<file path="src/rtl/msrh_inst_buffer.sv">
// Instruction buffer between fetch and decode. A circular FIFO accepts
// FETCH_WIDTH-wide fetch beats and hands out DISP_SIZE-wide dispatch groups,
// oldest first.

package msrh_conf_pkg;
    parameter int DISP_SIZE = 2;
endpackage

// One dispatch lane: forces the word to zero when the lane is not in the group
module msrh_ib_disp_slot (
    input  logic        i_vld,
    input  logic [31:0] i_inst,
    output logic        o_vld,
    output logic [31:0] o_inst
);
    assign o_vld  = i_vld;
    assign o_inst = i_vld ? i_inst : 32'h0;
endmodule

module msrh_inst_buffer #(
    parameter int FETCH_WIDTH = 2,
    parameter int DISP_SIZE   = msrh_conf_pkg::DISP_SIZE,
    parameter int DEPTH       = 8,
    parameter int PC_W        = 39
) (
    input  logic                     i_clk,
    input  logic                     i_reset_n,
    input  logic                     i_flush,
    input  logic                     i_f_valid,
    output logic                     o_f_ready,
    input  logic [PC_W-1:0]          i_f_pc,
    input  logic [FETCH_WIDTH*32-1:0] i_f_inst,
    input  logic [FETCH_WIDTH-1:0]   i_f_mask,
    output logic                     o_disp_valid,
    input  logic                     i_disp_ready,
    output logic [PC_W-1:0]          o_disp_pc_addr,
    output logic [DISP_SIZE*32-1:0]  o_disp_inst,
    output logic [DISP_SIZE-1:0]     o_disp_inst_valid
);
    localparam int          AW      = $clog2(DEPTH);
    localparam logic [AW:0] DEPTH_C = (AW+1)'(DEPTH);
    localparam logic [AW:0] FW_C    = (AW+1)'(FETCH_WIDTH);
    localparam logic [AW:0] DS_C    = (AW+1)'(DISP_SIZE);

    logic [31:0]     mem_inst [DEPTH];
    logic [PC_W-1:0] mem_pc   [DEPTH];
    logic [AW-1:0]   head;
    logic [AW-1:0]   tail;
    logic [AW:0]     count;
    logic            push;
    logic            pop;
    logic [AW:0]     push_n;
    logic [AW:0]     grp_n;
    logic [AW:0]     pop_n;

    // Ready looks only at registered occupancy, so freed slots are reusable
    // one cycle after the dequeue that frees them.
    assign o_f_ready    = (DEPTH_C - count) >= FW_C;
    assign push         = i_f_valid & o_f_ready & ~i_flush;
    assign o_disp_valid = (count != '0) & ~i_flush;
    assign pop          = o_disp_valid & i_disp_ready;
    assign grp_n        = (count < DS_C) ? count : DS_C;
    assign pop_n        = pop ? grp_n : '0;

    // Number of slots written by this beat (zero when the beat is not taken)
    always_comb begin
        push_n = '0;
        for (int k = 0; k < FETCH_WIDTH; k++)
            push_n = push_n + (AW+1)'(i_f_mask[k] & push);
    end

    // Head/tail/count; flush wins over any same-cycle handshake
    always_ff @(posedge i_clk or negedge i_reset_n) begin
        if (!i_reset_n) begin
            head  <= '0;
            tail  <= '0;
            count <= '0;
        end else if (i_flush) begin
            head  <= '0;
            tail  <= '0;
            count <= '0;
        end else begin
            head  <= head + AW'(pop_n);
            tail  <= tail + AW'(push_n);
            count <= count + push_n - pop_n;
        end
    end

    // Entry storage: no reset, visibility is gated by count
    always_ff @(posedge i_clk) begin
        for (int k = 0; k < FETCH_WIDTH; k++) begin
            if (push && i_f_mask[k]) begin
                mem_inst[tail + AW'(k)] <= i_f_inst[32*k +: 32];
                mem_pc[tail + AW'(k)]   <= i_f_pc + PC_W'(4*k);
            end
        end
    end

    // Dispatch lanes read straight from storage at head+j
    for (genvar j = 0; j < DISP_SIZE; j++) begin : g_slot
        logic [AW-1:0] idx;
        logic          lane_vld;
        assign idx      = head + AW'(j);
        assign lane_vld = o_disp_valid & ((AW+1)'(j) < grp_n);
        msrh_ib_disp_slot u_slot (
            .i_vld  (lane_vld),
            .i_inst (mem_inst[idx]),
            .o_vld  (o_disp_inst_valid[j]),
            .o_inst (o_disp_inst[32*j +: 32])
        );
    end

    assign o_disp_pc_addr = o_disp_valid ? mem_pc[head] : '0;

    // Occupancy must stay within [0, DEPTH]
    always_ff @(posedge i_clk) begin
        if (i_reset_n) begin
            assert (count <= DEPTH_C)
                else $error("inst buffer count above depth");
            assert (pop_n <= count)
                else $error("inst buffer underflow");
            assert (int'(count) + int'(push_n) <= DEPTH + int'(pop_n))
                else $error("inst buffer overflow");
        end
    end
endmodule
</file>
<file path="config.mk">
export PLATFORM = sky130hd
export DESIGN_NAME = msrh_inst_buffer
export DESIGN_NICKNAME = d
export VERILOG_FILES = /design/src/rtl/msrh_inst_buffer.sv
export SDC_FILE = /design/constraint.sdc
export NUM_CORES = 1
export LEC_CHECK = 0
export CORE_ASPECT_RATIO = 0.9
export CORE_MARGIN = 1.5
export CORE_UTILIZATION = 54
export DETAILED_ROUTE_END_ITERATION = 10
export MAX_ROUTING_LAYER = met4
export PLACE_DENSITY = 0.77
export SYNTH_ARGS = -nofsm -noshare
export SYNTH_HDL_FRONTEND = slang
export SYNTH_SLANG_ARGS = --single-unit
</file>
<file path="constraint.sdc">
create_clock -name i_clk -period 7.6 [get_ports i_clk]
set_input_delay 1.9 -clock i_clk [delete_from_list [all_inputs] [get_ports i_clk]]
set_output_delay 1.9 -clock i_clk [all_outputs]
set_load 0.03 [all_outputs]
</file>
# Yosys cells after proc, flatten, opt, wreduce, memory -nomap -nowiden
# Memory sizes are Yosys's and may differ from the RTL's.
# Index checks and enable logic that the tools add are counted.
# Widths: inputs -> output; s select.
[op_classes]
add_sub_neg = 9
order_cmp = 4
muxes = 12
bitwise_logic = 9
reduce_logical = 3
[op_table]
columns = ["op", "n"]
rows = [
  ["$mux 32", 2],
  ["$add 39x3->39 const B", 1],
  ["$mux 39", 1],
  ["$mux 4", 3],
  ["$and 1x1->1", 8],
  ["$lt 1x4->1 const A", 2],
  ["$add 3x1->3 const B", 2],
  ["$mux 3", 2],
  ["$add 4x2->4", 1],
  ["$ge 4x2->1 const B", 1],
  ["$lt 4x2->1 const B", 1],
  ["$mux 1", 4],
  ["$reduce_bool 4->1", 1],
  ["$sub 4x4->4", 1],
  ["$sub 4x4->4 const A", 1],
  ["$add 3x2->3", 1],
  ["$add 3x3->3", 1],
  ["$add 1x1->2", 1],
  ["$logic_and 1x1->1", 2],
  ["$not 1->1", 1],
]
[word_totals]
register_bits = 10
ram_bits = 568
inputBits = 110
out_inout_bits = 107
word_cells = 42
n_memories = 2
[mem_list]
columns = ["name", "depth", "word_bits", "read_ports", "rd_ports_with_merged_regs", "wr", "line_no", "text"]
rows = [
  ["mem_pc", 8, 39, 1, 0, 2, "46", "logic [PC_W-1:0] mem_pc [DEPTH];"],
  ["mem_inst", 8, 32, 2, 0, 2, "45", "logic [31:0] mem_inst [DEPTH];"],
]

# Depth between registers and ports, before layout
# Gate-level depths: netlist (run 1).
[logic_depth]
word_depth = 9
depth_mapped = 16
depth_no_buf = 15

# Hierarchy
# From an unflattened synthesis (run 1), not the netlist that was laid out.
[unflattened]
hier_cells = 2820
hier_area_um2 = 32934.1
[modules_own_cells]
columns = ["mod", "n_inst", "cells_each", "area_each_um2", "seq_area_each_um2"]
rows = [
  ["msrh_inst_buffer", 1, 2748, 32408.6, 17306.6],
  ["msrh_ib_disp_slot", 2, 36, 262.8, 0.0],
]

# Least setup slack after synthesis (run 1)
# No wires, ideal clock.
[synth_timing]
kind = "input -> register"
start = "input port i_f_valid"
end = "memory mem_inst[0][0], enable pin"
setup_time_ns = 0.606
t_arrival_ns = 7.520
required_ns = 6.994
path_slack_ns = -0.526
stages = 3
path_buffers = 0
cell_sequence = "nor2b_1 -> nand4_1 -> o31ai_1"
[synth_rtl]
columns = ["item", "line_no", "text"]
rows = [
  ["from (decl)", "29", "input logic i_f_valid,"],
  ["to (decl)", "45", ""],
]

# Worst setup path in the final report (run 1)
[layout_timing]
start = "input port i_flush"
end = "output port o_disp_inst[0]"
[layout_via]
elab_chain_cells = 4
[layout_lines]
columns = ["item", "line_no", "text"]
rows = [
  ["from (decl)", "28", "input logic i_flush,"],
  ["$not 1->1", "60", "assign o_disp_valid = (count != '0) & ~i_flush;"],
  ["$and 1x1->1", "60", ""],
  ["$and 1x1->1", "104", "assign lane_vld = o_disp_valid & ((AW+1)'(j) < grp_n);"],
  ["$mux 32", "17", "assign o_inst = i_vld ? i_inst : 32'h0;"],
  ["to (decl)", "37", "output logic [DISP_SIZE*32-1:0] o_disp_inst,"],
]
# Every way passes these cells.

==> results of run 1 <==
==> cells by family (layout without fill, tap and decap cells) <==
group                      count (synthesis)  after routing
muxes                                    277            277
xor gates and xnor gates                 297            297
AOI/OAI and AO/OA                         46             46
other                                      0             14
buffers and inverters                    306            387
DFF                                      578            578
and+or+nand+nor                         1362           1362
adders and majority gates                 17             17
==> state kept, by name, indices dropped and copies added (netlist names) <==
| register | flops |
|---|---|
| count | 4 |
| mem_inst | 256 |
| tail | 3 |
| head | 3 |
| mem_pc | 312 |
==> cell type report <==
type / instances / area (um2) / share of cell area, %
multi-input cells: 1999 / 14300 / 38.3
well taps: 783 / 980 / 2.63
inverters: 18 / 67.6 / 0.181
flip-flops and latches: 578 / 17300 / 46.5
clock inverters: 34 / 282 / 0.756
diodes: 14 / 35.0 / 0.0941
clock buffers: 74 / 1580 / 4.23
repair buffers: 261 / 2710 / 7.27
==> routing by layer <==
metal  wire length (um)  up-vias
met5                  0        -
met4               3620        0
met3              11200      270
met2              46300     1616
met1              34000    11500
li1                   -    10100
==> synthesized netlist by cell type, types with 4 or more instances <==
master	instances	share of area, %
nand4_1	45	0.86
buf_1	68	0.78
dfrtp_1	10	0.77
nor3b_1	4	0.092
nand3_1	35	0.54
nor2b_1	7	0.13
ha_1	13	0.50
fa_1	4	0.25
nor3_1	19	0.29
xor2_1	106	2.8
buf_2	31	0.47
clkbuf_1	155	1.8
and3_1	22	0.42
o21ai_0	7	0.11
mux2i_1	71	2.2
a21oi_1	33	0.51
nor2_1	183	2.1
mux4_2	206	14
nor2_2	8	0.15
nor4_1	4	0.077
xnor2_1	191	5.1
buf_4	32	0.74
inv_1	17	0.20
edfxtp_1	568	52
nand2_1	1007	12
==> per-stage QoR <==
step	setup WS, ps	util [%]	instance area (um2)	total power [mW]
6_report	1190	62.3	37200	8.95
5_1_grt	1100	62.3	37200	9.21
4_1_cts	1240	62.2	37200	8.95
3_5_place_dp	1260	59.1	35300	6.13
3_3_place_gp	1270	59.1	35300	6.07
2_1_floorplan	-308	-	32700	5.28
==> report_power, final <==
| part | total [mW] | internal, mW | switching (mW) |
|---|---|---|---|
| clock network | 2.86 | 1.62 | 1.23 |
| registers | 3.79 | 3.69 | 0.0967 |
| logic | 2.31 | 0.898 | 1.41 |
==> worst max-delay path: stages <==
cell and delay [ps]:
clkdlybuf4s50_1 690, a21o_2 330, inv_1 190, o21ai_4 80
buf_4 310, nor2_1 270, clkdlybuf4s50_1 720
==> worst paths after layout <==
kind / startpoint / end / slack, ps
worst max-delay path: i_flush / o_disp_inst[0] / 1190
worst min-delay path: tail[1]$_DFF_PN0_ / tail[1]$_DFF_PN0_ / 790
worst max register to register: count[0]$_DFF_PN0_ / mem_inst[3][4]$_DFFE_PP_ / 3270
worst min register to register: tail[1]$_DFF_PN0_ / tail[1]$_DFF_PN0_ / 790
max in group asynchronous: i_reset_n / head[0]$_DFF_PN0_ / 5610
min in group asynchronous: i_reset_n / tail[0]$_DFF_PN0_ / 1600
==> placed cells by master (no fill, tap or decap), types with 9 or more instances in the layout <==
master	count
nand4_1	45
a21oi_1	33
clkdlybuf4s50_1	199
nor2_2	9
clkbuf_16	61
edfxtp_1	568
mux4_2	206
clkbuf_1	13
nand3_1	27
clkinv_1	13
clkinv_2	15
nor3_1	15
nand2_1	1007
inv_1	17
diode_2	14
buf_12	20
and3_1	17
xor2_1	105
buf_4	42
mux2i_1	71
ha_1	12
nand3_2	10
xnor2_1	190
nor2_1	182
==> metrics, run 1 <==
number of clock sinks 578; Most Used Layer, Global Route met2; H-Tree Depth 2; filler cell count between 4k and 5k; Core Area 0.0598 mm2; worst path arrival time 4510 ps; gpl congestion between 0.8 and 0.9; Inst Count DP 3639; Seq/Total Area, Yosys between 50% and 60%; minimum clock period after layout roughly 6400 ps; worst hold slack 794 ps; main combinational cell family by area after synthesis simple AND/OR/NAND/NOR gates; Fin Setup TNS 0 ps; outcome complete, no violations; met1 Use GR roughly 39%; Final period util 84.3%; synthesized area per cell around 11 um2; cell count after synthesis 2883; final net count 3045; EDFF count, synth 568; WS Path Type input port to primary output; final setup violation count 0; Synth warnings 0; CP endpoint kind primary output; WL/cell 25.3 um; WP data required 5700 ps; maximum clock path buffer count 3; first-pass GRT wire length 143 mm; Post-Syn Area 0.0327 mm2; initial core utilization 54.6%; Async SR Flop Fraction around 1.7%; GRT Resource Usage Total 31.7%; CTS root buffer clkbuf_16; post-synthesis compound-gate area fraction 0.743%; post_cts resized 0; Max Cap Violations 0; post-synthesis xor/xnor area fraction 7.96%; Leak Pwr 12.7 nW; initial antenna violation count 12; syn nets 3010; # hold bufs at CTS 0; met3 Resource Use GR between 6 and 7%; Worst Reg-to-Reg Cells 8; crit start category input port; Clock Latency Late Sink roughly 640 ps; VDD IR-drop max 0.000211 V; Die ar. between 0.06 and 0.07 mm2; vias post-DR ~23k; post-route insts no fill 3761; setup bufs post-CTS 0; Worst Skew between 20 and 30 ps; CTS tree done; critical-path maximum fanout 33; TritonCTS buffer count 60; Simple-Gate Fraction of Synth Area 17.1%; largest net degree at the start of global routing 122; Post-DP HPWL 53.9 mm; FP Rows 85; vias in the first global route approximately 23k; post-synthesis mux area share between 10% and 20%; gr ovfl total 0; Clock transition at path regs ~60 ps; adder-cell area share of the yosys netlist less than 1%; Pwr per Cell Area 240 mW/mm2; met2 Track Usage GR 51.0%; I/O Pins between 200 and 250; ys flop type edfxtp_1; Worst-Margin Slew 1190 ps; Unique masters post-synth 49; port bufs 216; vias per cell 6.24; Post-route DRC 0; fraction of layout cells with a size suffix above 1 around 14%; routed wire length 95.2 mm; DR pass1 iterations 6; fmax approximately 0.16 GHz; Area Overhead vs Synth 14.0%; Min-Delay Path Depth 3; Slew Limit Headroom roughly a fifth; RSZ-0062 raised after global routing no; die span in x 262 um; Iter 0 DRT Violations 3306; Final Max Slew Viols 0; Yosys reg bits 578; final hold violations 0; HP Class register to register; post-route ant nets 0; die height around 240 um
No activity file was read; power rests on OpenSTA's default activity.
==> run 2, diff against run 1 <==
==> constraint.sdc (replaced) <==
create_clock -name i_clk -period 5.8 [get_ports i_clk]
set_input_delay 1.45 -clock i_clk [delete_from_list [all_inputs] [get_ports i_clk]]
set_output_delay 1.45 -clock i_clk [all_outputs]
set_load 0.03 [all_outputs]
==> metrics, run 2 (synthesized netlist as in run 1, its figures left out) <==
gpl congestion 0.867 (-2.9%); Clock transition at path regs 60 ps (about the same); reg2reg setup slack 1770 ps (-1500 ps); WL/cell 25.1 um (-0.71%); Final Max Slew Viols 0 (unchanged); I/O Pins 217 (unchanged); cells along the critical path buf_4 > mux4_2 > mux2i_1 > nor2_1 > clkdlybuf4s50_1; most flop-heavy register mem_pc; Layout Utilization 62.7% (+0.37 points); first-pass GRT wire length 143 mm (+0.30%); critical-path maximum fanout 37 (+12%); WS Path Type register to primary output; HP Class register to register; Leak Pwr 12.9 nW (+1.7%); die span in x 262 um (unchanged); number of clock sinks 578 (unchanged); Area Overhead vs Synth 14.7%; most frequent cells in the layout nand2_1, edfxtp_1, mux4_2, xnor2_1, nor2_1; GRT Resource Usage Total 31.8% (+0.11 points); gr ovfl total 0 (unchanged); Post-DP HPWL 57.2 mm (+6.3%); VDD IR-drop max 0.000215 V (+1.9%); WP data required 4350 ps (-1350 ps); CP endpoint kind primary output; Slew Limit Headroom 15.6% (-4.4 points); Post-route DRC 0 (unchanged); minimum clock period after layout 5260 ps; Combinational Power Share 26.2% (+0.4 points); largest net degree at the start of global routing 72 (-41%); final hold violations 0 (unchanged); Iter 0 DRT Violations 3316 (+0.30%); final setup violation count 0 (unchanged); Largest register FFs 312 (unchanged); routed wire length 95.2 mm (about the same); final net count 3073 (+0.92%); die height 236 um (unchanged); Power, Total 11.6 mW (+30%); Top Registers mem_pc (312), mem_inst (256), count (4); maximum clock path buffer count 3 (unchanged); Core Area 0.0598 mm2 (unchanged); initial antenna violation count 14 (+2); Die ar. 0.0620 mm2 (unchanged); H-Tree Depth 2 (unchanged); commonest non-fill, non-tap cell in the layout nand2_1; Slowest cell on crit path dfrtp_4; vias per cell 6.26 (+0.29%); post-route ant nets 0 (unchanged); Sw Ratio 31.0% (+0.44 points); Worst Skew 24.6 ps (-3.11 ps); Inst Count DP 3668 (+0.80%); TritonCTS buffer count 59 (-1.7%); Max Cap Violations 0 (unchanged); vias post-DR 23.7k (+1.1%); outcome complete, no violations; port bufs 216 (unchanged); Seq pwr share 42.6% (+0.3 points); initial core utilization 54.6% (unchanged); fmax 0.190 GHz; FP Rows 85 (unchanged); CTS tree done; CP max stage delay 900 ps (+180 ps); RSZ-0062 raised after global routing no; Pwr per Cell Area 310 mW/mm2 (+29%); DR pass1 iterations 6 (unchanged); post-route insts no fill 3791 (+0.80%); crit start category register; P_int 8.02 mW (+29%); worst path arrival time 3810 ps (-700 ps); Clock Latency Late Sink 640 ps (about the same); Net Switching 3.61 mW (+32%); clock share of power 31.1% (-0.8 points); Fin Setup TNS 0 ps (unchanged); vias in the first global route 23.7k (+1.0%); setup bufs post-CTS 0 (unchanged); Final period util around 91%; post_cts resized 0 (unchanged); fraction of layout cells with a size suffix above 1 15.4% (+1.8 points); Worst-Margin Slew 1260 ps (+70.6 ps); CTS root buffer clkbuf_16; # hold bufs at CTS 0 (unchanged)
## run 2: cell types whose count changed in the layout (fill, tap and decap cells not counted), moves of 2 or more
cell,change
clkbuf_16,-2
clkbuf_1,-2
bufinv_16,-2
clkinv_1,+9
clkdlybuf4s50_1,-36
clkinvlp_4,+3
inv_6,+3
clkinv_2,-9
buf_12,+15
and3_4,-4
buf_4,+50
and3_2,+4
## run 2: through the flow
| step | hold slack, ps | worst slack [ps] | instance area, um2 |
|---|---|---|---|
| 6_report | 755 | 536 | 37500 |
| 3_3_place_gp | 737 | 807 | 35600 |
| 4_1_cts | 755 | 571 | 37400 |
| 3_5_place_dp | 737 | 721 | 35600 |
| 2_1_floorplan | 612 | -1660 | 32700 |
| 5_1_grt | 813 | 425 | 37500 |
## run 2: layout make-up
cell class	count	area [um2]
fill	4396	22300
sequential	578	17300
multi-input combinational	1999	14200
timing repair buffer	290	3020
clock buffer	70	1520
tap	783	980
clock inverter	39	268
inverter	18	67.6
antenna	14	35.0
## run 2: routing by layer
metal	vias to the layer above	share of wire, %	GRT usage (%)
li1	10100	-	-
met1	11500	35	39.5
met2	1755	48	50.2
met3	371	12	5.83
met4	0	5.1	16.4
met5	-	0	-
## run 2: path summary, 6_finish.rpt
kind | start | end | cells past startpoint
hold reg to reg | tail[1]$_DFF_PN0_ | tail[1]$_DFF_PN0_ | 3
max in group asynchronous | i_reset_n | head[2]$_DFF_PN0_ | 1
setup / recovery | head[0]$_DFF_PN0_ | o_disp_pc_addr[15] | 5
hold / removal | tail[1]$_DFF_PN0_ | tail[1]$_DFF_PN0_ | 3
min in group asynchronous | i_reset_n | count[2]$_DFF_PN0_ | 1
setup reg to reg | count[0]$_DFF_PN0_ | count[3]$_DFF_PN0_ | 15
## run 2: power by group through the flow
stage | registers, mW | logic [mW] | clock network [mW]
after floorplan | 5.00 | 1.92 | 0
after global placement | 5.02 | 2.98 | 0
after detailed placement | 5.04 | 3.04 | 0
after CTS | 4.95 | 3.05 | 3.62
after global routing | 4.97 | 3.23 | 3.76
final | 4.96 | 3.05 | 3.62
## run 2: critical path, delay by kind of cell (launching register included)
kind | cells | cell delay, ps
buffers and inverters | 2 | 1120
DFF | 1 | 900
muxes | 2 | 990
and+or+nand+nor | 1 | 100
